<file path="src/rtl/subtree_rr_arbiter.sv">
// ============================================================================
// Module   : subtree_rr_arbiter
// Purpose  : Round-robin tenure arbiter with a per-tenure beat budget and
//            bubble-free handover. Optional watchdog: ARB_WATCHDOG_EN.
// Revision : 1.0
// ============================================================================
`default_nettype none

module subtree_rr_arbiter #(
    parameter int NUM_REQ   = 5,
    parameter int MAX_BURST = 8,
    parameter int TIMEOUT   = 255,
    localparam int IDW      = $clog2(NUM_REQ),
    localparam int CW       = $clog2(MAX_BURST + 1)
) (
    input  logic               clk,
    input  logic               rst_n,
    input  logic [NUM_REQ-1:0] i_req,
    input  logic [NUM_REQ-1:0] i_done,
    input  logic               i_beat,
    output logic [NUM_REQ-1:0] o_gnt,
    output logic [IDW-1:0]     o_gnt_id,
    output logic               o_busy,
    output logic [CW-1:0]      o_beat_cnt,
    output logic               o_err_timeout,
    output logic [IDW-1:0]     o_err_id
);

    typedef enum logic [0:0] {
        ST_IDLE = 1'b0,
        ST_OWN  = 1'b1
    } state_t;

    localparam logic [CW-1:0] c_last_beat = CW'(MAX_BURST - 1);

    state_t             r_state, w_next_state;
    logic [IDW-1:0]     r_id, w_next_id;
    logic [IDW-1:0]     r_ptr, w_next_ptr;
    logic [CW-1:0]      r_cnt, w_next_cnt;
    logic [NUM_REQ-1:0] r_gnt, w_next_gnt;

    logic               w_own;
    logic               w_rel_done;
    logic               w_rel_drop;
    logic               w_rel_burst;
    logic               w_rel_wd;
    logic               w_release;
    logic               w_excl_owner;
    logic               w_grant;
    logic [NUM_REQ-1:0] w_cand;
    logic               w_found;
    logic [IDW-1:0]     w_win;

    assign w_own        = (r_state == ST_OWN);
    assign w_rel_done   = w_own && i_done[r_id];
    assign w_rel_drop   = w_own && !i_req[r_id];
    assign w_rel_burst  = w_own && i_beat && (r_cnt == c_last_beat);
    assign w_release    = w_rel_done || w_rel_drop || w_rel_burst || w_rel_wd;
    // A burst-limited owner stays eligible; the pointer already ranks it last.
    assign w_excl_owner = w_own && (w_rel_done || w_rel_drop || w_rel_wd);

    always_comb begin
        w_cand = i_req;
        if (w_excl_owner) begin
            w_cand[r_id] = 1'b0;
        end
    end

    always_comb begin
        w_found = 1'b0;
        w_win   = '0;
        for (int i = 0; i < NUM_REQ; i++) begin
            if (!w_found && w_cand[(int'(r_ptr) + i) % NUM_REQ]) begin
                w_found = 1'b1;
                w_win   = IDW'((int'(r_ptr) + i) % NUM_REQ);
            end
        end
    end

    always_comb begin
        w_next_state = r_state;
        w_next_id    = r_id;
        w_next_ptr   = r_ptr;
        w_next_cnt   = r_cnt;
        w_grant      = 1'b0;
        case (r_state)
            ST_IDLE: begin
                if (w_found) begin
                    w_grant = 1'b1;
                end
            end
            ST_OWN: begin
                if (w_release) begin
                    w_next_cnt = '0;
                    if (w_found) begin
                        w_grant = 1'b1;
                    end else begin
                        w_next_state = ST_IDLE;
                    end
                end else if (i_beat) begin
                    w_next_cnt = r_cnt + 1'b1;
                end
            end
            default: w_next_state = ST_IDLE;
        endcase
        if (w_grant) begin
            w_next_state = ST_OWN;
            w_next_id    = w_win;
            w_next_cnt   = '0;
            w_next_ptr   = (int'(w_win) == NUM_REQ - 1) ? '0 : w_win + 1'b1;
        end
        w_next_gnt = '0;
        if (w_next_state == ST_OWN) begin
            w_next_gnt[w_next_id] = 1'b1;
        end
    end

    always_ff @(posedge clk or negedge rst_n) begin
        if (!rst_n) begin
            r_state <= ST_IDLE;
            r_id    <= '0;
            r_ptr   <= '0;
            r_cnt   <= '0;
            r_gnt   <= '0;
        end else begin
            r_state <= w_next_state;
            r_id    <= w_next_id;
            r_ptr   <= w_next_ptr;
            r_cnt   <= w_next_cnt;
            r_gnt   <= w_next_gnt;
        end
    end

`ifdef ARB_WATCHDOG_EN
    localparam logic [15:0] c_wd_last = 16'(TIMEOUT - 1);

    logic [15:0]    r_wd_cnt;
    logic           r_err;
    logic [IDW-1:0] r_err_id;

    // Expiry is the idle cycle that would bring the count up to TIMEOUT.
    assign w_rel_wd = w_own && !i_beat && (r_wd_cnt == c_wd_last);

    always_ff @(posedge clk or negedge rst_n) begin
        if (!rst_n) begin
            r_wd_cnt <= '0;
            r_err    <= 1'b0;
            r_err_id <= '0;
        end else begin
            if (w_grant || i_beat || !w_own) begin
                r_wd_cnt <= '0;
            end else begin
                r_wd_cnt <= r_wd_cnt + 16'd1;
            end
            if (w_rel_wd) begin
                r_err    <= 1'b1;
                r_err_id <= r_id;
            end
        end
    end

    assign o_err_timeout = r_err;
    assign o_err_id      = r_err_id;
`else
    assign w_rel_wd      = 1'b0;
    assign o_err_timeout = 1'b0;
    assign o_err_id      = '0;
`endif

    assign o_gnt      = r_gnt;
    assign o_gnt_id   = r_id;
    assign o_busy     = w_own;
    assign o_beat_cnt = r_cnt;

endmodule

`default_nettype wire

</file>
<file path="config.mk">
export PLATFORM = sky130hd
export DESIGN_NAME = subtree_rr_arbiter
export DESIGN_NICKNAME = d
export VERILOG_FILES = /design/src/rtl/subtree_rr_arbiter.sv
export SDC_FILE = /design/constraint.sdc
export NUM_CORES = 1
export LEC_CHECK = 0
export ABC_AREA = 0
export CAP_MARGIN = 10
export CORE_MARGIN = 10
export CORE_UTILIZATION = 42
export CTS_CLUSTER_DIAMETER = 60
export DETAILED_ROUTE_END_ITERATION = 8
export PLACE_DENSITY = 0.66
export SLEW_MARGIN = 20
export SYNTH_ARGS = -nofsm -noshare
export SYNTH_HDL_FRONTEND = slang
export SYNTH_SLANG_ARGS = --single-unit
export TNS_END_PERCENT = 1
</file>
<file path="constraint.sdc">
create_clock -name clk -period 4.9 [get_ports clk]
set_clock_uncertainty 0.2 [all_clocks]
set_input_delay 0.98 -clock clk [delete_from_list [all_inputs] [get_ports clk]]
set_output_delay 0.98 -clock clk [all_outputs]
set_load 0.05 [all_outputs]
</file>
---- Word level (Yosys, flattened, before mapping) ----
Cells that the tools add are included.
word-level totals
  bits in registers ....................... 16
  latch bits .............................. 0
  RAM bits ................................ 0
  bits in read-only memories .............. 0
  output and inout port bits .............. 17
  memories kept ........................... 0
operators by class
  $add $sub $neg .......................... 6
  multiply operators ...................... 0
  divide/modulo/power cells ............... 5
  $lt $le $gt $ge ......................... 9
  equality and inequality tests ........... 2
  shift operators ......................... 0
  muxes and demuxes ....................... 47
  bitwise logic cells ..................... 3
  reduce and logical (&&, ||, !) cells .... 21
operator list
  kind                     number
  $lt A32 B5 Y1 const B    5
  $mod A32 B4 Y32 const B  4
  $mod A4 B4 Y32 const B   1
  $mux W1                  24
  $bmux W1 S3              7
  $mux W3                  7
  $mux W4                  4
  $logic_and A1 B1 Y1      11
  $mux W5                  2
  $add A3 B2 Y4 const B    2
  $lt A3 B4 Y1 const B     2
  $demux W1 S3             2
  $ge A3 B1 Y1 const B     2
  $and A5 B5 Y5            1
  $logic_not A1 Y1         5
  $not A5 Y5               1
  $add A3 B1 Y4 const B    1
  $add A3 B3 Y4 const B    1
  $add A4 B1 Y4 const B    1
  $eq A4 B3 Y1 const B     1
  $add A3 B1 Y3 const B    1
  $eq A3 B3 Y1 const B     1
  $reduce_bool A3 Y1       1
  $logic_or A1 B1 Y1       2
  other kinds (4)          4

---- Longest topological paths before layout ----
  word-level depth ........................ 32
  depth in mapped cells ................... 24

---- Worst setup path before layout ----
OpenSTA, ideal clock, no wires.
  kind .................................... reg-to-reg
  from .................................... register r_ptr[0]
  to ...................................... register r_ptr[2]
  setup time .............................. 0.082 ns
  arrival time ............................ 4.953 ns
  setup slack ............................. -0.335 ns
  cell stages (with the launch flop) ...... 25
  path through ............................ dfrtp_1 buf_4 inv_2 ha_1 inv_1 ha_1 inv_1 ha_1 or3_4 a21o_1 nand2_1 ha_1 nand2b_1 and2_1 a32o_1 or2_1 a311o_1 a21oi_2 nand3_1 o2bb2a_4 nand2_1 inv_1 ha_1 or3_1 a31oi_1
between the ends
  word-level cells in the longest chain between the ends .. 20
RTL lines
  item                                                      line  RTL
  start, declared                                           38    logic [IDW-1:0] r_ptr, w_next_ptr;
  start signal, assigned                                    128   r_ptr <= w_next_ptr;
  branches (longest 20 deep; another with $mod A32 B4 Y32)  n/a
Parallel ways; which one is timed is not known. The select of a mux whose other input is x is not followed.
A chain may end at the register's enable or synchronous reset.

---- Final worst setup path ----
Ends and elaborated chain as after synthesis.

==> results.tsv <==
stage	metric	value	unit
route	drc	0	
layout	num_antenna_cells	0	
outcome	status	finished, final reports clean	
route	wirelength	7929	µm
layout	syn2layout_area_growth	26.90	%
synthesis	synth_top_flop_cell	dfrtp_1	
timing	hold_viol	0	
floorplan	die_h	100.6	µm
worst_setup_path	crit_top_cell	ha_4	
placed_design	io_buffers	25	
layout	final_common_cell	buf_4	
clocking	clockBufferDepth	2	
placed_design	gp_congestion	0.9232	
route	firstDrtPassIters	4	
worst_setup_path	cp-end-kind	flop	
layout	drive_gt1_share	25.39	%
timing	grt_setup_unrepaired	yes	
synthesis	postSynthCellCount	334	
worst_setup_path	r2r-start	r_ptr[0]$_DFFE_PN0P_	
layout	multi_input_area	0.002326	mm²
global_routing	grt_max_degree	17	
global_routing	grt_pass1_vias	2699	
clocking	clock-root-buffer	clkbuf_8	
worst_setup_path	cp_top_family	simple AND/OR/NAND/NOR gates	
synthesis	synth_top_area_share	14.67	%
timing	finalSetupViolations	0	
worst_setup_path	cp_num_cells	24	
worst_setup_path	path_class	reg2reg	
worst_setup_path	cp.required	4880	ps
route	vias	2809	
timing	slew-limit-headroom	48.50	%
global_routing	grt.overflow.total	0	
clocking	ctsHoldBuffers	0	
floorplan	start_util	43.00	%
worst_setup_path	r2r_cells	24	
layout	fin_nets	417	
global_routing	antenna_found_initial	0	
layout	fill_cells	613	
min_path	worstHoldStart	o_beat_cnt[3]$_DFFE_PN0P_	
synthesis	synthArstFlopShare	100.0	%
route	wl_per_cell	17.27	µm
min_path	hp-class	reg2reg	
synthesis	ys_types	89	
global_routing	grt_first_pass_wirelength	12880	µm
floorplan	core	0.006350	mm²
route	drt_iter0_markers	137	
clocking	path_clk_slew	60	ps
worst_setup_path	critPathMaxFanout	5	
layout	most-common-layout-cells	30 x buf_4, 25 x nand2_1, 25 x clkdlybuf4s50_1	
timing	max_clock_freq	208.6	MHz
clocking	cts_made_buffers	3	
synthesis	synth_edf_count	0	
worst_setup_path	cp.arrival	4770	ps
synthesis	ys_warn_count	0	
worst_setup_path	startpoint	r_ptr[0]$_DFFE_PN0P_	
worst_setup_path	slowest_delay	440	ps
worst_setup_path	ff2ff_setup_slack	110	ps
timing	tightest_slew	764.4	ps
route	vias_per_cell	6.120	
global_routing	grt_usage	15.05	%
floorplan	num_rows	29	
worst_setup_path	crit_chain	clkinv_4 > ha_4 > inv_2 > ha_4 > inv_4 > ha_4 > or3_4 > a21o_1 > nand2_2 > ha_4 > nand2b_4 > and2_4 > a32o_2 > or3b_4 > a221oi_4 > buf_4 > a21oi_4 > nor2_1 > o21ai_2 > nand2_4 > inv_2 > ha_2 > or3_1 > a31oi_1	
layout	postLayoutCoreUtil	54.56	%
synthesis	synth.avg_cell_area	8.174	µm²
layout	regArea	402.9	µm²
worst_setup_path	crit_end	r_ptr[2]$_DFFE_PN0P_	
synthesis	seq_area_frac_synth	14.67	%
worst_setup_path	cp_slowest_cell	dfrtp_2	
floorplan	dieWidth	100.6	µm
synthesis	yosys_register_bits	16	
worst_setup_path	r2r-end	r_ptr[2]$_DFFE_PN0P_	
run	max_cap_viol_count	0	
synthesis	yosys-top-cells-area	dfrtp_1 15%, ha_1 9.6%, nand2_1 3.7%	
timing	slew_violations	0	
floorplan	design.die.area	0.01013	mm²
synthesis	syn_area	0.002730	mm²
timing	fin_crit_sh	97.82	%
clocking	cts_sinks	16	
timing	final.min_clock_period	4793	ps
clocking	cts_tree	done	
route	ant_nets	0	
worst_setup_path	cp_num_buf_inv	5	
worst_setup_path	critPathLaunchType	flop	
clocking	clk_latency	250	ps
clocking	htreeDepth	1	
floorplan	io_pins	30	
synthesis	synth_area_leader_cell	dfrtp_1	
placed_design	hpwl	6193	µm
[logic make-up (layout without fill, tap and decap cells)]
logic type,Yosys count,count (layout),share of synthesized area (%)
other,1,4,0.1374
buffers and inverters,39,84,6.508
muxes,12,12,4.675
DFF,16,16,14.67
xor gates and xnor gates,10,10,4.262
adders and majority gates,21,21,9.624
and+or+nand+nor,118,118,24.38
AOI/OAI and AO/OA,117,117,35.75
[through the flow]
step                      setup TNS (ps)  instances  hold WS [ps]  worst slack (ps)  instance area (µm²)
after global routing              -98.80        459         342.2            -98.80                 3465
after CTS                              0        451         305.9             2.107                 3278
after detailed placement               0        447         297.2             20.80                 3223
after global placement                 0        447         312.2             158.9                 3223
final                                  0        459         306.3             106.8                 3465
after floorplan                        0        337         484.4             26.87                 2795
[what timing repair did]
| item | in CTS | in global routing |
|---|---|---|
| endpoints found under the setup margin | 0 | 5 |
| setup buffers | 0 | 8 |
| gates resized for setup | 0 | 33 |
| hold endpoints to repair | 0 | 0 |
[metal layers]
metal | share of wire [%] | global-route usage, % | vias up | wire length [µm]
met5 | 0 | 0 | - | 0
met4 | 2.6 | 5.652 | 0 | 210
met3 | 4.4 | 2.126 | 15 | 349
met2 | 48 | 25.16 | 76 | 3791
met1 | 45 | 19.01 | 1353 | 3577
li1 | - | - | 1365 | -
[worst min-delay path by stage]
| stage | end | slack [ps] | cells past startpoint |
|---|---|---|---|
| after detailed placement | o_beat_cnt[3]$_DFFE_PN0P_ | 300 | 1 |
| after global placement | o_beat_cnt[3]$_DFFE_PN0P_ | 310 | 1 |
| final | o_beat_cnt[3]$_DFFE_PN0P_ | 310 | 1 |
| after floorplan | o_beat_cnt[0]$_DFFE_PN0P_ | 480 | 0 |
| after global routing | o_beat_cnt[3]$_DFFE_PN0P_ | 340 | 1 |
| after CTS | o_beat_cnt[3]$_DFFE_PN0P_ | 310 | 1 |
[Yosys cell counts (3+ instances only)]
cell type / number
nand2b_1: 12
o21ai_0: 17
nand3_1: 8
o211ai_1: 6
nor2_1: 16
nor3b_1: 3
dfrtp_1: 16
ha_1: 21
nor2b_1: 4
o311a_1: 3
o211a_1: 5
xnor2_1: 7
buf_4: 6
nor3_1: 12
inv_2: 3
o21ai_1: 6
a21oi_1: 14
buf_2: 7
mux2i_1: 6
mux2_2: 5
or2_1: 3
nand2_1: 27
inv_1: 21
o2111a_1: 4
a211oi_1: 3
and2_1: 7
and3_1: 4
o21a_1: 5
[cell type report]
| cell class | instances | area share, % |
|---|---|---|
| inverters | 24 | 2.817 |
| well taps | 77 | 2.781 |
| flip-flops and latches | 16 | 11.63 |
| multi-input cells | 282 | 67.14 |
| repair buffers | 56 | 14.05 |
| clock buffers | 4 | 1.589 |
[worst register-to-register path, cell delays in order, from the launching register on]
cell	delay, ps
dfrtp_2	440
clkinv_4	60
ha_4	130
inv_2	50
ha_4	290
inv_4	40
ha_4	140
or3_4	380
a21o_1	190
nand2_2	120
ha_4	170
nand2b_4	60
and2_4	150
a32o_2	240
or3b_4	410
a221oi_4	370
buf_4	180
a21oi_4	40
nor2_1	160
o21ai_2	100
nand2_4	90
inv_2	30
ha_2	170
or3_1	340
a31oi_1	160
[sequential cells by signal, indices dropped and copies added, names as in the netlist]
name,count
r_ptr,3
o_gnt_id,3
o_gnt,5
o_busy,1
o_beat_cnt,4
Power is not shown: default switching activity piles up to over one toggle a cycle in this logic, so the estimate is an artifact.
